## src/rtl/uart_pkg.sv

```systemverilog
// Shared types and constants for the UART receive path.
// Holds the receiver FSM state encoding and the 115200-baud frame constants.
package uart_pkg;

  typedef enum logic [1:0] {
    IDLE,
    START,
    DATA,
    STOP
  } rx_state_t;

  localparam int UART_CLKS_PER_BIT_115200 = 434;
  localparam int UART_FRAME_DATA_BITS     = 8;

endpackage

```

## src/rtl/uart_byte_fifo.sv

```systemverilog
// Show-ahead byte FIFO: head is combinational from the read pointer, so a pop shows the next byte the following cycle.
// Push when full is dropped unless a pop happens in the same cycle; pop when empty is ignored.
module uart_byte_fifo #(
  parameter int DEPTH = 4
) (
  input  logic                    clk,
  input  logic                    rst,
  input  logic                    push,
  input  logic [7:0]              push_data,
  input  logic                    pop,
  output logic [7:0]              head,
  output logic [$clog2(DEPTH):0]  count,
  output logic                    full,
  output logic                    empty
);

  localparam int AW = $clog2(DEPTH);

  logic [7:0]    r_mem [DEPTH];
  logic [AW-1:0] r_wr_ptr;
  logic [AW-1:0] r_rd_ptr;
  logic [AW:0]   r_count;
  logic          w_push;
  logic          w_pop;

  assign empty  = (r_count == '0);
  assign full   = (r_count == (AW+1)'(DEPTH));
  assign w_pop  = pop & ~empty;
  assign w_push = push & (~full | w_pop);
  assign count  = r_count;
  // Head reads zero while empty so the output is defined straight out of reset.
  assign head   = empty ? 8'h00 : r_mem[r_rd_ptr];

  always_ff @(posedge clk) begin
    if (w_push) begin
      r_mem[r_wr_ptr] <= push_data;
    end
  end

  always_ff @(posedge clk) begin
    if (rst) begin
      r_wr_ptr <= '0;
      r_rd_ptr <= '0;
      r_count  <= '0;
    end else begin
      if (w_push) begin
        r_wr_ptr <= r_wr_ptr + 1'b1;
      end
      if (w_pop) begin
        r_rd_ptr <= r_rd_ptr + 1'b1;
      end
      case ({w_push, w_pop})
        2'b10:   r_count <= r_count + 1'b1;
        2'b01:   r_count <= r_count - 1'b1;
        default: r_count <= r_count;
      endcase
    end
  end

endmodule

```

## src/rtl/uart_rx_fifo.sv

```systemverilog
// 8N1 UART receiver feeding a show-ahead byte FIFO; byte visible one cycle after the stop sample. cts_n asserts at FIFO_DEPTH-1 entries.
// Build with UART_RX_SYNC_EN to add a 2-flop input synchroniser (all sample points shift 2 cycles later).
module uart_rx_fifo
  import uart_pkg::*;
#(
  parameter int CLKS_PER_BIT = UART_CLKS_PER_BIT_115200,
  parameter int FIFO_DEPTH   = 4
) (
  input  logic                         clk,
  input  logic                         rst,
  input  logic                         rx,
  output logic [7:0]                   rx_data,
  output logic                         rx_valid,
  input  logic                         rx_ready,
  output logic [$clog2(FIFO_DEPTH):0]  fifo_count,
  output logic                         frame_error,
  output logic                         overrun,
  input  logic                         err_clear,
  output logic                         cts_n
);

  localparam int DW = UART_FRAME_DATA_BITS;
  localparam int BW = $clog2(CLKS_PER_BIT);
  localparam int IW = $clog2(DW);
  localparam int CW = $clog2(FIFO_DEPTH) + 1;
  localparam logic [BW-1:0] HALF_LAST = BW'(CLKS_PER_BIT / 2 - 1);
  localparam logic [BW-1:0] BIT_LAST  = BW'(CLKS_PER_BIT - 1);
  localparam logic [IW-1:0] IDX_LAST  = IW'(DW - 1);

  rx_state_t     r_state;
  rx_state_t     w_state_next;
  logic [BW-1:0] r_baud_cnt;
  logic [IW-1:0] r_bit_idx;
  logic [DW-1:0] r_shift;
  logic          r_rx_prev;
  logic          r_frame_error;
  logic          r_overrun;
  logic          r_cts_n;
  logic          w_rx_s;
  logic          w_tick;
  logic          w_shift_en;
  logic          w_push;
  logic          w_pop;
  logic          w_push_ok;
  logic          w_fe_set;
  logic          w_ovr_set;
  logic [7:0]    w_head;
  logic [CW-1:0] w_count;
  logic [CW-1:0] w_count_next;
  logic          w_full;
  logic          w_empty;

`ifdef UART_RX_SYNC_EN
  logic [1:0] r_sync;

  always_ff @(posedge clk) begin
    if (rst) begin
      r_sync <= 2'b11;
    end else begin
      r_sync <= {r_sync[0], rx};
    end
  end

  assign w_rx_s = r_sync[1];
`else
  assign w_rx_s = rx;
`endif

  // START waits half a bit to land mid-bit; every later sample is a full bit apart.
  assign w_tick = (r_state == START) ? (r_baud_cnt == HALF_LAST)
                                     : (r_baud_cnt == BIT_LAST);

  always_ff @(posedge clk) begin
    if (rst) begin
      r_state <= IDLE;
    end else begin
      r_state <= w_state_next;
    end
  end

  always_comb begin
    w_state_next = r_state;
    case (r_state)
      IDLE:    if (r_rx_prev & ~w_rx_s) w_state_next = START;
      START:   if (w_tick) w_state_next = w_rx_s ? IDLE : DATA;
      DATA:    if (w_tick && r_bit_idx == IDX_LAST) w_state_next = STOP;
      STOP:    if (w_tick) w_state_next = IDLE;
      default: w_state_next = IDLE;
    endcase
  end

  always_comb begin
    w_shift_en = 1'b0;
    w_push     = 1'b0;
    w_ovr_set  = 1'b0;
    w_fe_set   = 1'b0;
    if (r_state == DATA) begin
      w_shift_en = w_tick;
    end
    if (r_state == STOP && w_tick) begin
      w_push    = w_rx_s & w_push_ok;
      w_ovr_set = w_rx_s & ~w_push_ok;
      w_fe_set  = ~w_rx_s;
    end
  end

  always_ff @(posedge clk) begin
    if (rst) begin
      r_baud_cnt <= '0;
      r_bit_idx  <= '0;
      r_shift    <= '0;
      r_rx_prev  <= 1'b1;
    end else begin
      r_rx_prev <= w_rx_s;
      if (r_state == IDLE || w_tick) begin
        r_baud_cnt <= '0;
      end else begin
        r_baud_cnt <= r_baud_cnt + 1'b1;
      end
      if (r_state == IDLE) begin
        r_bit_idx <= '0;
      end else if (w_shift_en) begin
        r_bit_idx <= r_bit_idx + 1'b1;
        r_shift   <= {w_rx_s, r_shift[DW-1:1]};
      end
    end
  end

  assign w_pop     = ~w_empty & rx_ready;
  assign w_push_ok = ~w_full | w_pop;

  uart_byte_fifo #(
    .DEPTH (FIFO_DEPTH)
  ) u_fifo (
    .clk       (clk),
    .rst       (rst),
    .push      (w_push),
    .push_data (r_shift),
    .pop       (w_pop),
    .head      (w_head),
    .count     (w_count),
    .full      (w_full),
    .empty     (w_empty)
  );

  always_comb begin
    w_count_next = w_count;
    case ({w_push, w_pop})
      2'b10:   w_count_next = w_count + CW'(1);
      2'b01:   w_count_next = w_count - CW'(1);
      default: w_count_next = w_count;
    endcase
  end

  // Pause the peer one entry early so a byte already on the wire still fits.
  always_ff @(posedge clk) begin
    if (rst) begin
      r_frame_error <= 1'b0;
      r_overrun     <= 1'b0;
      r_cts_n       <= 1'b1;
    end else begin
      r_cts_n <= (w_count_next >= CW'(FIFO_DEPTH - 1));
      if (err_clear) begin
        r_frame_error <= 1'b0;
        r_overrun     <= 1'b0;
      end else begin
        if (w_fe_set)  r_frame_error <= 1'b1;
        if (w_ovr_set) r_overrun     <= 1'b1;
      end
    end
  end

  assign rx_data     = w_head;
  assign rx_valid    = ~w_empty;
  assign fifo_count  = w_count;
  assign frame_error = r_frame_error;
  assign overrun     = r_overrun;
  assign cts_n       = r_cts_n;

endmodule

```

## config.mk

```make
export PLATFORM = sky130hd
export DESIGN_NAME = uart_rx_fifo
export DESIGN_NICKNAME = d
export VERILOG_FILES = /design/src/rtl/uart_pkg.sv /design/src/rtl/uart_byte_fifo.sv /design/src/rtl/uart_rx_fifo.sv
export SDC_FILE = /design/constraint.sdc
export NUM_CORES = 1
export LEC_CHECK = 0
export ABC_AREA = 1
export BUFFER_PORTS_ARGS = -buffer_cell sky130_fd_sc_hd__buf_2
export CORE_MARGIN = 2
export CORE_UTILIZATION = 47
export CTS_CLUSTER_SIZE = 25
export DETAILED_ROUTE_END_ITERATION = 16
export HOLD_SLACK_MARGIN = 0.03
export PLACE_DENSITY = 0.67
export SYNTH_ARGS = -nofsm -noshare
export SYNTH_HDL_FRONTEND = slang
export SYNTH_HIERARCHICAL = 1
export SYNTH_SLANG_ARGS = --single-unit
```

## constraint.sdc

```tcl
create_clock -name clk -period 5.2 [get_ports clk]
set_input_delay 1.04 -clock clk [delete_from_list [all_inputs] [get_ports clk]]
set_output_delay 1.04 -clock clk [all_outputs]
set_load 0.01 [all_outputs]
```

==> results.md, run 1 <==
- Run status: completed
- Post-synthesis sequential area ratio: 0.564
- DRC viols: 0
- Fin. Hold Viols: 0
- Vias per cell: roughly 5.0
- Ys flop type: dfxtp_1
- Synth top area cells: edfxtp_1 33%, dfxtp_1 24%, nor2_1 9.9%
- CP Launch Type: flop
- Max Slew Vio Count: 0
- # port buffers: 19
- Yosys Warn Count: 6
- Die area: just under 7000 µm²
- Hold Crit Start: overrun$_SDFFE_PP0P_
- EDFF count, synth: 32
- Number of synthesized register bits: 67
- Syn Inst Count: 315
- DIE HEIGHT: 83.2 µm
- Max Root-Sink Buffers: 2
- Vias in the first global route: 1,938
- Clk_lat worst skew: approximately 0.34 ns
- TritonCTS buffer count: 9
- Achievable Freq: about 350 MHz
- IO Pins: 20
- Final Cycle Share: 0.554
- Peak supply drop: 0.000138 V
- Worst Tran Pin Value: ~0.76 ns
- Cell Area, Synth: a little under 3000 µm²
- Post-synth top area share: 0.326
- Clock power frac: 0.387
- Via count: ~2,100
- First-pass GRT wire length: 8940 µm
- Diodes inserted: 0
- Net Sw Frac: 0.217
- Rel. slew slack: 0.493
- Cell Rows: 28
- Largest net degree at the start of global routing: 18
- Initial Util: 0.492
- CTS root buffer: clkbuf_8
- Drt initial violations: around 180
- Synth Net Count: 330
- Min Tclk post-route: 2.88 ns
- Place WS: 2.38 ns
- Fill count: 562
- Layout area overhead: 10.4%
- Synth cell types: 34
- Wire per inst: around 12 µm
- Hpwl dp: 3500 µm
- NetSw: approximately 200 µW
- Clock Pin Slew Worst Setup and Hold Paths: 0.07 ns
- Worst r2r src: u_fifo/count[0]$_SDFFE_PP0P_
- PostCTS Resize Cnt: 0
- Async SR Flop Fraction: 0
- Die Width: 83.2 µm
- # setup viols final: 0
- CP arrival: 1.84 ns
- Worst path required time: 4.16 ns
- Worst R2R Setup Slack: 2.59 ns
- RSZ-0062 raised after global routing: no
- Combinational share of power: 0.016
- Crit Path Max Fanout: 17
- Reg power frac: 0.597
- CTS Sinks: 67
- Avg Inst Size Synth: ~9.4 µm²
- DRT Pass-1 Iters: 4
- Hold Path Class: flop to flop
- Share of cells above drive strength 1: 0.151
- Final instance area: 3250 µm²
- Setup ws final: 2.32 ns
- TritonCTS clock tree: done
- Crit path capture type: primary output
- Final nets: 354
- Core ar.: 5990 µm²
- Placed cell area: about 3100 µm²
- Leakage: 0.00138 µW
- Final ANT Viol Nets: 0
- Max-Cap Viols: 0
- Initial antenna violation count: 0
- Top cell type by total area after synthesis: edfxtp_1
- Max Clock Skew: 0.00443 ns
- Total Neg Setup Slack: 0 ns
- GRT Util Overall: 0.166
- Hold-fix buffers, CTS: 0
- Post-CTS Setup Repair Bufs: 0
- Total gr overflow: 0
- WS Path Type: flop to primary output
- Int Pwr: 722 µW
- Cell Pwr Density: 284 nW/µm²
- Final RePlAce weighted congestion: 0.818
- H-tree levels: 3
- Final WL: ~5200 µm
- WHS: around 0.45 ns
## logic make-up after synthesis
family | share of synthesized area
AND/OR/NAND/NOR | 0.208
flip-flops | 0.564
AO/OA/AOI/OAI | 0.103
buffers and inverters | 0.0594
adder cells (fa/ha/maj) | 0.0476
XOR/XNOR | 0.0178
## final timing paths
kind	to	cells after the start
hold reg to reg	overrun$_SDFFE_PP0P_	2
hold / removal	overrun$_SDFFE_PP0P_	2
setup / recovery	rx_data[2]	4
setup reg to reg	cts_n$_SDFF_PP1_	9
## critical path, cell delays in order, from the launching register on
cell and delay, ns:
dfxtp_1 0.72, inv_2 0.25, o21ai_0 0.27, a21oi_1 0.10, buf_2 0.16
## metal layers
metal	track usage	up-vias	share of wire
li1	-	1087	-
met1	0.223	974	0.49
met2	0.242	42	0.45
met3	0.0497	8	0.042
met4	0.0879	0	0.018
met5	0	-	0
## sequential cells by signal, summed over array words and instances, names as in the netlist, named ones only
register,count
frame_error,1
r_baud_cnt,9
r_rx_prev,1
r_shift,8
u_fifo/r_mem,32
overrun,1
u_fifo/count,3
u_fifo/r_rd_ptr,2
cts_n,1
r_bit_idx,3
u_fifo/r_wr_ptr,2
r_state,1
## cells in the mapped netlist, types with 3 or more instances
cell type	instances
inv_1	31
inv_2	3
nand2_2	3
a21oi_1	21
nand4_1	5
nor2_1	78
edfxtp_1	32
ha_1	8
dfxtp_1	35
buf_2	3
o21ai_1	12
nand3_1	10
xor2_1	4
nand2_1	23
o21ai_0	21
## final cells by class
| cell class | instances | area, µm² | share of cell area |
|---|---|---|---|
| tap | 75 | 93.8 | 0.0288 |
| timing repair buffer | 19 | 95.1 | 0.0292 |
| clock inverter | 6 | 32.5 | 0.0100 |
| clock buffer | 10 | 128 | 0.0392 |
| inverter | 35 | 134 | 0.0411 |
| sequential | 67 | 1660 | 0.511 |
| multi-input combinational | 207 | 1110 | 0.341 |
## layout by cell type (no fill, tap or decap), types with 2 or more instances in the layout
cell type	n
nor2_1	78
dfxtp_1	35
edfxtp_1	32
inv_1	31
nand2_1	23
o21ai_0	21
a21oi_1	21
buf_2	19
o21ai_1	12
nand3_1	10
clkbuf_8	9
ha_1	8
nand4_1	5
clkinv_2	5
xor2_1	4
inv_2	3
nand2_2	3
nor2_4	2
nor3_1	2
xnor2_1	2
or2_2	2
fa_1	2
nand2_4	2
## stage by stage
step | std cells | power (µW) | util
CTS | 419 | 938 | 0.543
global route | 419 | 961 | 0.543
detailed placement | 403 | 578 | 0.517
global placement | 403 | 577 | 0.517
floorplan | 315 | 572 | -
finish | 419 | 923 | 0.543
## power by group through the flow
stage / Clock [µW] / Sequential (µW) / Combinational, µW
finish: 357 / 551 / 14.6
global route: 394 / 551 / 16.7
CTS: 372 / 551 / 14.8
detailed placement: 0 / 563 / 14.7
global placement: 0 / 563 / 14.2
floorplan: 0 / 563 / 9.51
No activity file was read; power rests on OpenSTA's default activity.
==> run 2, diff against run 1 <==
--- a/config.mk
+++ b/config.mk
@@ -12,7 +12,7 @@
 export CTS_CLUSTER_SIZE = 25
 export DETAILED_ROUTE_END_ITERATION = 16
 export HOLD_SLACK_MARGIN = 0.03
-export PLACE_DENSITY = 0.67
+export PLACE_DENSITY = 0.69
 export SYNTH_ARGS = -nofsm -noshare
 export SYNTH_HDL_FRONTEND = slang
 export SYNTH_HIERARCHICAL = 1
==> constraint.sdc (replaced) <==
create_clock -name clk -period 2.5 [get_ports clk]
set_input_delay 0.5 -clock clk [delete_from_list [all_inputs] [get_ports clk]]
set_output_delay 0.5 -clock clk [all_outputs]
set_load 0.01 [all_outputs]
==> run 2 against run 1 <==
Against the previous run: non-clock buffer count increased by 12; final area increased by 5.1%; clock-buffer cell count unchanged; worst hold slack got worse by 0.051 ns; cell count increased by 2.9%; sequential share of layout area decreased by 2.3 points.
==> results.md, run 2 (synthesis results as in run 1) <==
- Run status: completed
- Hpwl dp: 3590 µm (+2.5%)
- Placed cell area: 3180 µm² (+2.9%)
- Hold Path Class: primary input to flop
- Achievable Freq: 435 MHz
- CP arrival: 2.57 ns (+0.73 ns)
- CTS Sinks: 67 (unchanged)
- Max stage delay on crit path: 0.47 ns (-0.25 ns)
- Final Cycle Share: 0.920
- FF-to-FF End: cts_n$_SDFF_PP1_
- Max Clock Skew: 0.00743 ns (+0.00300 ns)
- Area of the multi-input gates: 1120 µm² (+1.2%)
- Post-Route Utilization: 0.571 (+0.0278)
- Share of cells above drive strength 1: 0.202 (+0.0511)
- Peak supply drop: 0.000288 V (+110%)
- # port buffers: 19 (unchanged)
- Rel. slew slack: 0.657 (+0.164)
- Total gr overflow: 0 (unchanged)
- Worst reg2reg path depth: 11 (+2)
- CTS root buffer: clkbuf_8
- # setup viols final: 0 (unchanged)
- IO Pins: 20 (unchanged)
- Worst path required time: 2.77 ns (-1.39 ns)
- Max reg flops: 32 (unchanged)
- Max Slew Vio Count: 0 (unchanged)
- DRC viols: 0 (unchanged)
- Register area: 1670 µm² (+0.38%)
- WHS Path Cells: 2 (unchanged)
- Clock Pin Slew Worst Setup and Hold Paths: 0.07 ns (about the same)
- Final std cells w/o fill: 431 (+2.9%)
- Hold Crit Start: rst
- Final instance area: 3420 µm² (+5.1%)
- Vias in the first global route: 1,956 (+0.93%)
- Post-CTS Setup Repair Bufs: 0 (unchanged)
- Crit Path Max Fanout: 5 (-12)
- Vias per cell: 4.97 (-1.4%)
- Leakage: 0.00147 µW (+6.3%)
- RSZ-0062 raised after global routing: no
- Cell Rows: 28 (unchanged)
- Crit path capture type: flop
- Final WL: 5210 µm (+0.93%)
- Largest net degree at the start of global routing: 17 (-1)
- Core ar.: 5990 µm² (unchanged)
- Initial antenna violation count: 0 (unchanged)
- GRT Util Overall: 0.162 (-0.00410)
- Min Tclk post-route: about 2.3 ns
- Drt initial violations: 123 (-31%)
- CP Launch Type: flop
- Cell Pwr Density: 625 nW/µm² (+120%)
- Commonest non-fill, non-tap cell in the layout: nor2_1
- Via count: 2,140 (+1.4%)
- Final nets: 366 (+3.4%)
- Total Neg Setup Slack: 0 ns (unchanged)
- Hold-fix buffers, CTS: 0 (unchanged)
- Die area: 6920 µm² (unchanged)
- TritonCTS clock tree: done
- Clk_lat worst skew: 0.33 ns (about the same)
- Worst Tran Pin Value: 0.514 ns (-0.244 ns)
- Critical path cell sequence: inv_1, nand2_1, nand3_1, nand2_2, nand3_4, nor2_2, nand3_1, ha_2, fa_1, or3b_2, nand4_1
- Largest registers: u_fifo/r_mem: 32 flops, r_baud_cnt: 9 flops, r_shift: 8 flops
- Layout area overhead: 16.1%
- Diodes inserted: 0 (unchanged)
- H-tree levels: 3 (unchanged)
- Crit path max-delay family: simple AND/OR/NAND/NOR gates
- First-pass GRT wire length: 8830 µm (-1.3%)
- Wire per inst: 12.1 µm (-1.9%)
- Overall power: 2140 µW (+130%)
- Crit-path slowest cell: fa_1
- Fin. Hold Viols: 0 (unchanged)
- Worst R2R Setup Slack: 0.20 ns (-2.39 ns)
- Initial Util: 0.492 (unchanged)
- Max-Cap Viols: 0 (unchanged)
- Cell repeated most along the worst path: nand3_1
- Die Width: 83.2 µm (unchanged)
- DRT Pass-1 Iters: 4 (unchanged)
- Max Root-Sink Buffers: 2 (unchanged)
- Placed Cells: 415 (+3.0%)
- Largest register by flop count: u_fifo/r_mem
- Most frequent cells in the layout: 77 x nor2_1, 32 x edfxtp_1, 31 x inv_1
- Fill count: 546 (-2.8%)
- Final ANT Viol Nets: 0 (unchanged)
- TritonCTS buffer count: 9 (unchanged)
- WS Path Type: flop to flop
- CP bufs+invs: 1 (-1)
- Final RePlAce weighted congestion: 0.792 (-3.2%)
- DIE HEIGHT: 83.2 µm (unchanged)
run 2: cell count changes in the layout (fill, tap and decap cells not counted), sizes merged:
cell,delta
buf,+12
clkinv,-1
clkinvlp,-1
bufinv,+2
run 2: per-layer routing:
layer	up-vias	wire [µm]	global-route usage
li1	1115	-	-
met1	978	2460	0.213
met2	37	2490	0.255
met3	10	161	0.0239
met4	0	95	0.0939
met5	-	0	0
run 2: stage by stage:
step                      setup WS, ns  hold WS, ns
after global placement           0.139        0.437
after CTS                       0.0306        0.386
after detailed placement        0.0544        0.442
after floorplan                  0.146        0.441
final                            0.201        0.397
after global routing            0.0132        0.418
run 2: final cells by class:
class,instances,area share
clock buffers,10,0.0402
clock inverters,6,0.0230
well taps,75,0.0274
flip-flops and latches,67,0.488
inverters,35,0.0391
repair buffers,31,0.0541
multi-input cells,207,0.328
run 2: worst max path at each step:
stage | from | to | slack [ns] | cells past startpoint
after floorplan | u_fifo/count[1]$_SDFFE_PP0P_ | cts_n$_SDFF_PP1_ | 0.15 | 9
after global placement | r_state[0]$_SDFFE_PP0P_ | cts_n$_SDFF_PP1_ | 0.14 | 11
after detailed placement | r_state[0]$_SDFFE_PP0P_ | cts_n$_SDFF_PP1_ | 0.05 | 11
after CTS | flop | cts_n$_SDFF_PP1_ | 0.03 | 11
after global routing | r_baud_cnt[3]$_SDFF_PP0_ | cts_n$_SDFF_PP1_ | 0.01 | 11
final | flop | cts_n$_SDFF_PP1_ | 0.20 | 11
run 2: timing repair:
action / CTS / global route
setup endpoints to repair: 0 / 1
hold endpoints to repair: 0 / 0
gates resized for setup: 0 / 10
run 2: power breakdown:
part | switching (µW) | total (µW) | internal (µW)
Sequential | 4.60 | 1150 | 1140
Combinational | 20.8 | 30.7 | 9.97
Clock | 379 | 959 | 580
Total | 405 | 2140 | 1730
==> run 3, diff against run 2 <==
--- a/config.mk
+++ b/config.mk
@@ -15,5 +15,4 @@
 export PLACE_DENSITY = 0.69
 export SYNTH_ARGS = -nofsm -noshare
 export SYNTH_HDL_FRONTEND = slang
-export SYNTH_HIERARCHICAL = 1
 export SYNTH_SLANG_ARGS = --single-unit
==> run 3 against run 2 <==
Against the previous run: non-clock buffer count decreased by 8; critical path depth fell by 5; die area is 1.0% higher; register-to-register slack better by 0.27 ns; worst hold slack better by 0.012 ns; sequential share of layout area is 0.69 points higher; combinational power grew to 24 times the previous value; critical endpoint is now rx_data[3]; largest cell class unchanged.
==> results.md, run 3 <==
- CTS root buffer: clkbuf_8
- TritonCTS clock tree: done
- Drt initial violations: 88 (-28%)
- Layout area overhead: 12.9%
- Main combinational cell family by area after synthesis: simple AND/OR/NAND/NOR gates
- Largest registers: u_fifo.r_mem: 32 flops, r_baud_cnt: 9 flops, r_shift: 8 flops
- Synth Net Count: 330 (unchanged)
- GR Util met3: 0.0396 (+0.0157)
- Post-synthesis sequential area ratio: 0.558 (-0.00616)
- Leakage: 0.00137 µW (-6.4%)
- Critical path cell sequence: inv_1, ha_1, inv_1, nor2_2, a21oi_1, buf_2
- DRC viols: 0 (unchanged)
- Initial antenna violation count: 0 (unchanged)
- Worst path required time: 2.00 ns (-0.77 ns)
- Post-Synth Simple-Gate Area: 0.192 (-0.0166)
- EDFF count, synth: 32 (unchanged)
- Worst reg2reg path depth: 9 (-2)
- Final nets: 357 (-2.5%)
- Worst R2R Setup Slack: 0.47 ns (+0.27 ns)
- Wire per inst: 12.8 µm (+6.3%)
- Die area: 6990 µm² (+1.0%)
- Commonest non-fill, non-tap cell in the layout: nor2_1
- Crit-path slowest cell: nor2_2
- Avg Inst Size Synth: 9.55 µm² (+2.1%)
- Run status: completed
- Max Clock Skew: 0.00631 ns (-0.00112 ns)
- Mux contribution to synthesized area: 0 (unchanged)
- Number of synthesized register bits: 67 (unchanged)
- Core ar.: 6240 µm² (+4.2%)
- Post-CTS Setup Repair Bufs: 0 (unchanged)
- WHS Path Cells: 3 (+1)
- Final RePlAce weighted congestion: 0.762 (-3.7%)
- Largest net degree at the start of global routing: 18 (+1)
- Ys flop type: dfxtp_1
- First-pass GRT wire length: 9270 µm (+5.1%)
- Worst Tran Pin Value: 0.483 ns (-0.0308 ns)
- Vias per cell: 4.85 (-2.4%)
- Max-Cap Viols: 0 (unchanged)
- DRT Pass-1 Iters: 4 (unchanged)
- CP arrival: 1.69 ns (-0.88 ns)
- Max Slew Vio Count: 0 (unchanged)
- Most frequent cells in the layout: 69 x nor2_1, 41 x inv_1, 34 x dfxtp_1
- Hpwl dp: 3650 µm (+1.8%)
- Min Tclk post-route: 2.19 ns (-0.111 ns)
- Largest register by flop count: u_fifo.r_mem
- Hold path endpoint: frame_error$_SDFFE_PP0P_
- Share of cells above drive strength 1: 0.160 (-0.0424)
- Final Cycle Share: 0.875 (-0.0445)
- Vias in the first global route: 2,013 (+2.9%)
- RSZ-0062 raised after global routing: no
- Hold Path Class: primary input to flop
- Cell Rows: 29 (+3.6%)
- H-tree levels: 3 (unchanged)
- CP Launch Type: flop
- DIE HEIGHT: 83.6 µm (+0.52%)
- FF-to-FF End: u_fifo.count[1]$_SDFFE_PP0P_
- Rel. slew slack: 0.677 (+0.0206)
- Max reg flops: 32 (unchanged)
- WS Path Type: flop to primary output
- Total Neg Setup Slack: 0 ns (unchanged)
- Crit path capture type: primary output
- IO Pins: 20 (unchanged)
- Adder-cell share of the synthesized area: 0.0546 (+0.00704)
- Post-Route Utilization: 0.539 (-0.0321)
- Cell Pwr Density: 856 nW/µm² (+37%)
- Die Width: 83.6 µm (+0.52%)
- # setup viols final: 0 (unchanged)
- Met1 Resource Use GR: 0.206 (-0.00624)
- Crit Path Max Fanout: 10 (+5)
- Cell Area, Synth: 2980 µm² (+1.1%)
- Compound-Gate Fraction of Synth Area: 0.102 (-0.000702)
- Top cell type by total area after synthesis: edfxtp_1
- Busiest grt layer: met2
- Async SR Flop Fraction: 0 (unchanged)
- Syn Inst Count: 312 (-0.95%)
- # port buffers: 19 (unchanged)
- Max Root-Sink Buffers: 2 (unchanged)
- Fin. Hold Viols: 0 (unchanged)
- Final ANT Viol Nets: 0 (unchanged)
- Clock Pin Slew Worst Setup and Hold Paths: 0.07 ns (about the same)
- Achievable Freq: 457 MHz (+5.1%)
- Most frequent cells after synthesis: 70 x nor2_1, 41 x inv_1, 35 x dfxtp_1
- CTS Sinks: 67 (unchanged)
- Worst r2r src: u_fifo.count[0]$_SDFFE_PP0P_
- Diodes inserted: 0 (unchanged)
- Peak supply drop: 0.000484 V (+68%)
- Max stage delay on crit path: 0.38 ns (-0.09 ns)
- Synth cell types: 31 (-8.8%)
- Total gr overflow: 0 (unchanged)
- Synth top area cells: edfxtp_1 32%, dfxtp_1 24%, nor2_1 8.8%
- Initial Util: 0.477 (-0.0145)
- Post-synth top area share: 0.323 (-0.00356)
- GRT Util Overall: 0.167 (+0.00554)
- Final WL: 5410 µm (+3.8%)
- Hold Crit Start: err_clear
- Post-synthesis xor/xnor area fraction: 0.0265 (+0.00863)
- Met2 usage: 0.273 (+0.0176)
- Via count: 2,041 (-4.6%)
- WHS: 0.409 ns (+0.0122 ns)
- Top-count cell post-synth: nor2_1
- Yosys Warn Count: 0 (-6)
- Clk_lat worst skew: 0.34 ns (about the same)
- TritonCTS buffer count: 9 (unchanged)
- Cell repeated most along the worst path: inv_1
## run 3: layer usage
layer  wire length (µm)  up-vias
met1               2560      913
met4                108        0
met3                173       12
li1                   -     1083
met5                  0        -
met2               2560       33
## run 3: how the worst max path moves through the flow
stage | from | endpoint
finish | u_fifo.count[0]$_SDFFE_PP0P_ | rx_data[3]
global route | flop | rx_data[7]
CTS | u_fifo.count[0]$_SDFFE_PP0P_ | rx_data[3]
detailed placement | u_fifo.count[0]$_SDFFE_PP0P_ | u_fifo.count[1]$_SDFFE_PP0P_
global placement | u_fifo.count[0]$_SDFFE_PP0P_ | u_fifo.count[0]$_SDFFE_PP0P_
floorplan | u_fifo.count[0]$_SDFFE_PP0P_ | u_fifo.r_mem[0][0]$_DFFE_PP_
## run 3: cell families (layout without fill, tap and decap cells)
family,after synthesis,after routing
flip-flops,67,67
adder cells (fa/ha/maj),13,13
AND/OR/NAND/NOR,114,114
AO/OA/AOI/OAI,58,58
XOR/XNOR,9,9
buffers and inverters,51,83
## run 3: layout make-up
| type | count | area [µm²] |
|---|---|---|
| fill | 585 | 2880 |
| sequential | 67 | 1660 |
| multi-input combinational | 194 | 1120 |
| inverter | 44 | 165 |
| clock buffer | 11 | 141 |
| timing repair buffer | 23 | 125 |
| tap | 77 | 96.3 |
| clock inverter | 5 | 52.6 |
## run 3: what timing repair did
item / 4_1_cts / 5_1_grt
endpoints found under the setup margin: 0 / 7
resized for setup: 0 / 2
hold buffers: 0 / 0
## run 3: through the flow
step	total power, µW	cell area [µm²]	cells	worst slack, ns
global route	3060	3360	421	0.149
floorplan	1790	2980	312	0.623
global placement	1990	3170	405	0.317
detailed placement	2010	3170	405	0.190
finish	2880	3360	421	0.312
CTS	2900	3360	421	0.0588
## run 3: power by group
| group | internal, µW | switching [µW] |
|---|---|---|
| combinational | 267 | 455 |
| clock | 483 | 400 |
| sequential | 1190 | 82.2 |
## run 3: critical path, delay by kind of cell, from the launching register on
kind,cells,cell delay [ns]
AO/OA/AOI/OAI,1,0.11
adder cells (fa/ha/maj),1,0.16
buffers and inverters,3,0.35
flip-flops,1,0.35
AND/OR/NAND/NOR,1,0.38
